`config.mk`:
```
export PLATFORM = sky130hd
export DESIGN_NAME = mem_access_unit
export DESIGN_NICKNAME = d
export VERILOG_FILES = /design/src/rtl/riscv_mem_pkg.sv /design/src/rtl/mem_load_align.sv /design/src/rtl/mem_access_unit.sv
export SDC_FILE = /design/constraint.sdc
export NUM_CORES = 1
export LEC_CHECK = 0
export CORE_UTILIZATION = 50
export DETAILED_ROUTE_END_ITERATION = 10
export HOLD_SLACK_MARGIN = 0.08
export PLACE_DENSITY = 0.85
export SLEW_MARGIN = 5
export SYNTH_ARGS = -nofsm -noshare
export SYNTH_HDL_FRONTEND = slang
export SYNTH_HIERARCHICAL = 1
export SYNTH_SLANG_ARGS = --single-unit
```
`constraint.sdc`:
```
create_clock -name clk -period 5.8 [get_ports clk]
set_input_delay 1.74 -clock clk [delete_from_list [all_inputs] [get_ports clk]]
set_output_delay 1.74 -clock clk [all_outputs]
set_load 0.05 [all_outputs]
```
`src/rtl/riscv_mem_pkg.sv`:
```
// Purpose: shared encodings for the load/store path (func3, store type, FSM state, bus widths).
// Latency: n/a (declarations only).
// Backpressure: n/a.
package riscv_mem_pkg;

  localparam int BUS_AW = 32;
  localparam int BUS_DW = 32;
  localparam int BUS_BW = BUS_DW / 8;

  // Load func3 encodings.
  localparam logic [2:0] LD_LB  = 3'b000;
  localparam logic [2:0] LD_LH  = 3'b001;
  localparam logic [2:0] LD_LW  = 3'b010;
  localparam logic [2:0] LD_LBU = 3'b100;
  localparam logic [2:0] LD_LHU = 3'b101;

  // Store type encodings. The low two bits of a load func3 use the same
  // size code, so these double as the access-size code for both ops.
  localparam logic [1:0] ST_SB  = 2'b00;
  localparam logic [1:0] ST_SH  = 2'b01;
  localparam logic [1:0] ST_SW  = 2'b10;
  localparam logic [1:0] ST_OFF = 2'b11;

  typedef enum logic [1:0] {
    S_IDLE,
    S_REQ,
    S_WAIT_R,
    S_RESP
  } mau_state_t;

  function automatic logic ld_type_legal(input logic [2:0] f3);
    return (f3 == LD_LB) || (f3 == LD_LH) || (f3 == LD_LW) ||
           (f3 == LD_LBU) || (f3 == LD_LHU);
  endfunction

endpackage

```
`src/rtl/mem_load_align.sv`:
```
// Purpose: extract and extend a load result from a bus word.
// Latency: combinational.
// Backpressure: none.
// Ports: bus_rdata (raw word), offset (byte address [1:0]), func3 (load type) -> ld_data.
module mem_load_align
  import riscv_mem_pkg::*;
(
  input  logic [BUS_DW-1:0] bus_rdata,
  input  logic [1:0]        offset,
  input  logic [2:0]        func3,
  output logic [BUS_DW-1:0] ld_data
);

  logic [BUS_DW-1:0] shifted;

  always_comb begin
    shifted = bus_rdata >> {offset, 3'b000};
    case (func3)
      LD_LB:   ld_data = {{24{shifted[7]}}, shifted[7:0]};
      LD_LH:   ld_data = {{16{shifted[15]}}, shifted[15:0]};
      LD_LBU:  ld_data = {24'b0, shifted[7:0]};
      LD_LHU:  ld_data = {16'b0, shifted[15:0]};
      default: ld_data = shifted;
    endcase
  end

endmodule

```
`src/rtl/mem_access_unit.sv`:
```
// Purpose: pipeline load/store unit driving a single-outstanding ready/rvalid memory bus.
// Latency: store 2 stalled cycles, load 3 plus slave response delay; abort after TIMEOUT_CYCLES.
// Backpressure: holds the stage via stall while bus_ready or bus_rvalid is outstanding.
// Ports: clk, rst (async active-low); req_load/req_store/mem_load_type/mem_store_type/addr/wdata
//        from the stage; stall/rdata_valid/rdata/err back to it; bus_* to the memory slave.
module mem_access_unit
  import riscv_mem_pkg::*;
#(
  parameter int TIMEOUT_CYCLES = 255
) (
  input  logic              clk,
  input  logic              rst,
  input  logic              req_load,
  input  logic              req_store,
  input  logic [2:0]        mem_load_type,
  input  logic [1:0]        mem_store_type,
  input  logic [BUS_AW-1:0] addr,
  input  logic [BUS_DW-1:0] wdata,
  output logic              stall,
  output logic              rdata_valid,
  output logic [BUS_DW-1:0] rdata,
  output logic              err,
  output logic              bus_req,
  output logic              bus_we,
  output logic [BUS_AW-1:0] bus_addr,
  output logic [BUS_BW-1:0] bus_be,
  output logic [BUS_DW-1:0] bus_wdata,
  input  logic              bus_ready,
  input  logic              bus_rvalid,
  input  logic [BUS_DW-1:0] bus_rdata
);

  localparam int CW = $clog2(TIMEOUT_CYCLES + 1);
  // Counter reads 0 in the first REQ cycle, so the abort fires in the
  // TIMEOUT_CYCLES-th waiting cycle.
  localparam logic [CW-1:0] CNT_LAST = CW'(TIMEOUT_CYCLES - 1);

  mau_state_t        state_q, state_d;
  logic              op_load_q;
  logic [2:0]        func3_q;
  logic [1:0]        off_q;
  logic [BUS_AW-1:0] addr_q;
  logic [BUS_BW-1:0] be_q;
  logic [BUS_DW-1:0] wdata_q;
  logic [CW-1:0]     cnt_q;
  logic [BUS_DW-1:0] rdata_q;
  logic              err_q;

  logic [1:0]        size;
  logic              is_req, type_ok, aligned, go, bad, timeout_hit;
  logic [BUS_BW-1:0] be_d;
  logic [BUS_DW-1:0] wdata_d;
  logic [BUS_DW-1:0] ld_data;

  // Request decode; a load wins over a simultaneous store.
  always_comb begin
    size    = req_load ? mem_load_type[1:0] : mem_store_type;
    is_req  = req_load || (req_store && (mem_store_type != ST_OFF));
    type_ok = !req_load || ld_type_legal(mem_load_type);
    case (size)
      ST_SB:   aligned = 1'b1;
      ST_SH:   aligned = !addr[0];
      ST_SW:   aligned = (addr[1:0] == 2'b00);
      default: aligned = 1'b0;
    endcase
    go  = is_req && type_ok && aligned;
    bad = is_req && !go;
    case (size)
      ST_SB: begin
        be_d    = 4'b0001 << addr[1:0];
        wdata_d = {4{wdata[7:0]}};
      end
      ST_SH: begin
        be_d    = 4'b0011 << {addr[1], 1'b0};
        wdata_d = {2{wdata[15:0]}};
      end
      default: begin
        be_d    = 4'b1111;
        wdata_d = wdata;
      end
    endcase
  end

  always_comb begin
    state_d     = state_q;
    stall       = 1'b0;
    timeout_hit = 1'b0;
    case (state_q)
      S_IDLE: begin
        // Gated by rst so the stage is not held while the unit sits in reset.
        stall = go && rst;
        if (go) state_d = S_REQ;
      end
      S_REQ: begin
        stall = 1'b1;
        if (bus_ready) begin
          state_d = op_load_q ? S_WAIT_R : S_RESP;
        end else if (cnt_q >= CNT_LAST) begin
          timeout_hit = 1'b1;
          state_d     = S_RESP;
        end
      end
      S_WAIT_R: begin
        stall = 1'b1;
        if (bus_rvalid) begin
          state_d = S_RESP;
        end else if (cnt_q >= CNT_LAST) begin
          timeout_hit = 1'b1;
          state_d     = S_RESP;
        end
      end
      S_RESP:  state_d = S_IDLE;
      default: state_d = S_IDLE;
    endcase
  end

  always_ff @(posedge clk or negedge rst) begin
    if (!rst) begin
      state_q   <= S_IDLE;
      op_load_q <= 1'b0;
      func3_q   <= 3'b000;
      off_q     <= 2'b00;
      addr_q    <= '0;
      be_q      <= '0;
      wdata_q   <= '0;
      cnt_q     <= '0;
      rdata_q   <= '0;
      err_q     <= 1'b0;
    end else begin
      state_q <= state_d;
      err_q   <= 1'b0;
      case (state_q)
        S_IDLE: begin
          if (go) begin
            op_load_q <= req_load;
            func3_q   <= mem_load_type;
            off_q     <= addr[1:0];
            addr_q    <= {addr[BUS_AW-1:2], 2'b00};
            be_q      <= be_d;
            wdata_q   <= req_load ? '0 : wdata_d;
            cnt_q     <= '0;
          end else if (bad) begin
            err_q <= 1'b1;
          end
        end
        S_REQ, S_WAIT_R: begin
          cnt_q <= cnt_q + CW'(1);
          if (timeout_hit) begin
            err_q   <= 1'b1;
            rdata_q <= '0;
          end else if ((state_q == S_WAIT_R) && bus_rvalid) begin
            rdata_q <= ld_data;
          end
        end
        default: ;
      endcase
    end
  end

  mem_load_align u_align (
    .bus_rdata (bus_rdata),
    .offset    (off_q),
    .func3     (func3_q),
    .ld_data   (ld_data)
  );

  assign bus_req     = (state_q == S_REQ);
  assign bus_we      = bus_req && !op_load_q;
  assign bus_addr    = addr_q;
  assign bus_be      = be_q;
  assign bus_wdata   = wdata_q;
  assign rdata_valid = (state_q == S_RESP) && op_load_q;
  assign rdata       = rdata_q;
  assign err         = err_q;

endmodule

```
# After elaboration in Yosys (flattened, before gate mapping)
# Index checks and enable logic that the tools add are counted.
[totals] reg_bits=115 inputBits=107 out_inout_bits=105
[op_classes] addsub=1 order_cmp=1 n_eq_ne=14 n_shift=3 mux=25 n_reduce_logical=29
[op_table] op="$pmux W32 S4" n=1
[op_table] op="$mux W32" n=3
[op_table] op="$pmux W32 S2" n=1
[op_table] op="$shr A32 B5 Y32" n=1
[op_table] op="$pmux W8 S2" n=1
[op_table] op="$eq A3 B3 Y1 const B" n=4
[op_table] op="$mux W2" n=5
[op_table] op="$add A8 B1 Y8 const B" n=1
[op_table] op="$ge A8 B8 Y1 const B" n=1
[op_table] op="$logic_and A1 B1 Y1" n=8
[op_table] op="$mux W8" n=1
[op_table] op="$pmux W2 S4" n=1
[op_table] op="$pmux W4 S2" n=1
[op_table] op="$mux W1" n=7
[op_table] op="$eq A2 B2 Y1 const B" n=3
[op_table] op="$eq A3 B1 Y1 const B" n=2
[op_table] op="$logic_not A2 Y1" n=3
[op_table] op="$logic_not A3 Y1" n=2
[op_table] op="$logic_or A1 B1 Y1" n=6
[op_table] op="$pmux W1 S2" n=3
[op_table] op="$reduce_and A2 Y1" n=3
[op_table] op="$eq A2 B1 Y1 const B" n=2
[op_table] op="$logic_not A1 Y1" n=4
[op_table] op="$ne A2 B2 Y1 const B" n=2
[op_table] op="other kinds (6)" n=7

# Depth between registers and ports, before layout
[depth] depth_word=13 depth_mapped=8 ltp_nobuf=6

# By module
# The synthesis kept the hierarchy.
[by_module_without_submodules] module="mem_access_unit" n_inst=1 cells_each=499 area_per_inst_um2=5750.5 seq_area_each_um2=2877.8
[by_module_without_submodules] module="mem_load_align" n_inst=1 cells_each=107 area_per_inst_um2=694.4 seq_area_each_um2=0.0

# Worst setup path after synthesis
# Ideal clock, no wire load.
[synth_timing] kind="in2out" start="input port req_load" end="output port stall" arrival_time_ns=3.075 required_ns=4.060 setup_slack_ns=0.985 path_stages=4 path_buffers=1 cell_sequence="clkbuf_8 -> o311a_2 -> o41ai_1 -> and2_1"
[synth_via] elab_chain_cells=6
[synth_rtl] element="start, declared" line="mem_access_unit.sv:13" rtl="input logic req_load,"
[synth_rtl] element="$mux W2 / $logic_not A1 Y1 (equally long branches)" line="mem_access_unit.sv:57, mem_access_unit.sv:59"
[synth_rtl] element="$eq A2 B2 Y1 (tied with other cells)" line="mem_access_unit.sv:60" rtl="case (size)"
[synth_rtl] element="$pmux W1 S3 / $logic_and A1 B1 Y1 (equally long branches)" line="mem_access_unit.sv:60, mem_access_unit.sv:66"
[synth_rtl] element="$logic_and A1 B1 Y1 (*)" line="mem_access_unit.sv:66" rtl="go = is_req && type_ok && aligned;"
[synth_rtl] element="$logic_and A1 B1 Y1 (*)" line="mem_access_unit.sv:91" rtl="stall = go && rst;"
[synth_rtl] element="$pmux W1 S2 (*)" line="mem_access_unit.sv:88" rtl="case (state_q)"
[synth_rtl] element="end, declared" line="mem_access_unit.sv:19" rtl="output logic stall,"
# Every way passes the cells marked *; elsewhere a longest branch is shown, timed or not.

# Final worst setup path
[layout_timing] start="input port mem_store_type[1]" end="output port stall"
[layout_via] elab_chain_cells=7
[layout_rtl] element="start, declared" line="mem_access_unit.sv:16" rtl="input logic [1:0] mem_store_type,"
[layout_rtl] element="parallel branches: the longest is 4 deep, another holds $pmux W1 S3"
[layout_rtl] element="$logic_and A1 B1 Y1 (*)" line="mem_access_unit.sv:66"
[layout_rtl] element="$logic_and A1 B1 Y1 (*)" line="mem_access_unit.sv:91"
[layout_rtl] element="$pmux W1 S2 (*)" line="mem_access_unit.sv:88"
# Every way passes the cells marked *.

==> flow_metrics.tcl <==
set metrics [dict create \
    async_flop_share_pct 100.0 \
    drive_gt1_share_pct 16.28 \
    post_cts_buffers 0 \
    status "complete, no violations" \
    reg2reg_from "state_q[0]" \
    synth_top_area_cell "dfrtp_1" \
    cts_tree "built" \
    worstReg2RegEnd "rdata[15]" \
    swShare_pct 46.25 \
    ant_nets 0 \
    finalSetupTns_ps 0 \
    critPathSlowestCell "clkdlybuf4s50_1" \
    port_buffers 209 \
    path_cells "clkdlybuf4s50_1 -> a21boi_0 -> o211ai_1 -> o41ai_1 -> and2_1 -> buf_12" \
    hold_viol_final 0 \
    design.die.area_mm2 0.01335 \
    fp.dieW_um 115.5 \
    hold-path-cell-count 1 \
    io-pin-count 212 \
    hold_path_end "bus_wdata[27]" \
    dr_total_vias 5455 \
    ir_drop_mv 0.4129 \
    grt_pass1_vias 5545 \
    fillers 875 \
    p_leak_nw 4.064 \
    grt_pass1_wl_um 28700 \
    cp_top_family "compound AO/OA/AOI/OAI gates" \
    crit_path_max_fanout 5 \
    multi_input_area_mm2 0.003177 \
    clk_pin_slew_ps 50 \
    internal_power_mw 3.129 \
    critPathArrivalTime_ps 3620 \
    post-place-cells 961 \
    synthTopCellsByArea "dfrtp_1 45%, mux2_4 11%, mux2i_1 5.1%" \
    area_growth_pct 42.34 \
    slowest_delay_ps 540 \
    core_area_mm2 0.01257 \
    cts_made_buffers 17 \
    regToRegSetupSlack_ps 2930 \
    ys_ff_latch 115 \
    drt-initial-drc-count 448 \
    routed_wl_um 18310 \
    dp_hpwl_um 12980 \
    setup_viol 0 \
    hp-start "bus_wdata[27]" \
    seqPwrFrac_pct 25.5 \
    synthCells 606 \
    postCtsHoldBufs 0 \
    yosysSeqAreaShare_pct 44.65 \
    num_rows 41 \
    drt_pre_antenna_iters 5 \
    initial_core_util_pct 51.28 \
    synth.distinct_cells 59 \
    antenna_found_initial 0 \
    crit_type "primary input to primary output" \
    fin_area_mm2 0.009174 \
    syn_avg_cell_area_um2 10.64 \
    clk_latency_ps 410 \
    skew_ps 8.294 \
    post-route-period-util_pct 92.40 \
    num_antenna_cells 0 \
    maxCapViolCount 0 \
    synth_flop_cell "dfrtp_1" \
    reg2reg_depth 5 \
    timing.fmax_ghz 0.1866 \
    layout.nets 924 \
    syn_area_mm2 0.006445 \
    critPathBufInv 2 \
    worstPathRequired_ps 4060 \
    final-instance-count-excl-fill 989 \
    grt_overflow 0 \
    maxSlewHeadroom_pct 13.43 \
    die_height_um 115.5 \
    post_dp_cell_area_mm2 0.008610 \
    synthTopCellsByCount "115 x dfrtp_1, 88 x nand2_1, 55 x a21oi_1" \
    yosysMostFrequentCell "dfrtp_1" \
    maxSlewViolCount 0 \
    wl_per_cell_um 18.51 \
    yosysTopAreaCellShare_pct 44.65 \
    critPathLaunchType "primary input" \
    pwr-share-clk_pct 17.3 \
    worstSetupEndpointType "primary output" \
    period_minus_slack_ps 5359 \
    h-tree-depth 4 \
    drc 0 \
    yosysWarnings 6 \
    power.density_mw_per_mm2 634.7 \
    synth-edff-count 0 \
    cts.sinks 115 \
    cts_buffer_depth 2 \
    gp_routability_congestion 0.8732 \
    combPwrFrac_pct 57.2 \
    root_buffer "clkbuf_16" \
    regArea_mm2 0.002878 \
    vias_per_cell 5.516 \
    p_switching_mw 2.693 \
    grt.total_usage_pct 28.47 \
    hold_path.class "flip-flop to flip-flop" \
    cts_resized 0 \
    rsz0062_at_grt "no" \
    worst_slew_pin_slew_ps 1295 \
    grt_max_degree 61 \
]
## worst register-to-register path: cells and delay by family, from the launching register on
family                   cells  cell delay, ps
adder cells (fa/ha/maj)      1             600
AND/OR/NAND/NOR              2            1390
AO/OA/AOI/OAI                1             110
buffers and inverters        1             130
flip-flops                   1             450
## logic make-up (layout without fill, tap and decap cells)
family / Yosys count / after routing / synth area share, %
AND/OR/NAND/NOR: 169 / 169 / 12.31
other: 1 / 2 / 0.05819
multiplexers: 113 / 113 / 21.96
adder cells (fa/ha/maj): 9 / 9 / 1.747
buffers and inverters: 70 / 280 / 6.212
AO/OA/AOI/OAI: 129 / 129 / 13.07
flip-flops: 115 / 115 / 44.65
## worst max path at each step
stage	to	startpoint	cells after the start	slack [ps]
floorplan	stall	req_load	4	980
global placement	stall	mem_load_type[0]	6	560
detailed placement	stall	mem_store_type[1]	6	500
CTS	stall	mem_store_type[1]	6	480
global route	stall	mem_store_type[1]	6	190
finish	stall	mem_store_type[1]	6	440
## sequential cells by signal, indices dropped and copies added (netlist names)
register / flops
func3_q: 3
rdata: 32
state_q: 2
bus_be: 4
cnt_q: 8
bus_addr: 30
err: 1
op_load_q: 1
off_q: 2
bus_wdata: 32
## stage by stage
stage                     util [%]  hold slack [ps]  setup slack, ps  power, mW
final                        72.99            504.8            440.8      5.822
after global routing         72.99            522.8            185.4      6.085
after CTS                    72.99            504.7            480.4      5.837
after detailed placement     68.50            491.8            498.3      4.792
after global placement       68.50            471.9            556.0      4.709
after floorplan                  -            483.1            984.6      3.713
## power groups by stage
| stage | clock network [mW] | registers [mW] | logic (mW) |
|---|---|---|---|
| after global routing | 1.06 | 1.53 | 3.49 |
| after CTS | 1.02 | 1.48 | 3.33 |
| after detailed placement | 0 | 1.48 | 3.31 |
| after floorplan | 0 | 2.53 | 1.18 |
| after global placement | 0 | 1.46 | 3.25 |
| final | 1.01 | 1.49 | 3.33 |
## layout by cell type, fill, tap and decap left out, drive strengths merged, types with 4 or more instances in the layout
cell type / count
o21bai: 8
nor2: 32
and2b: 8
clkdlybuf4s50: 207
a21oi: 55
nor3: 4
mux2i: 33
clkbuf: 22
o311ai: 5
a31oi: 4
o211ai: 5
nand3: 8
ha: 9
inv: 32
buf: 13
o221ai: 4
o21ai: 13
mux2: 80
nand2: 88
clkinv: 4
nor2b: 10
a211oi: 16
dfrtp: 115
## layer usage
| layer | vias up | GRT usage (%) | part of all wire (%) |
|---|---|---|---|
| li1 | 2526 | - | - |
| met1 | 2635 | 33.37 | 39 |
| met2 | 265 | 48.74 | 50 |
| met3 | 29 | 9.205 | 9.0 |
| met4 | 0 | 10.56 | 1.9 |
| met5 | - | 0 | 0 |
## area by class of cell
cell class | count | share of cell area (%)
multi-input combinational | 422 | 34.63
timing repair buffer | 220 | 24.20
clock inverter | 6 | 0.8729
clock buffer | 22 | 5.278
sequential | 115 | 31.37
inverter | 32 | 1.309
tap | 172 | 2.346
(Power assumes the default switching activity.)
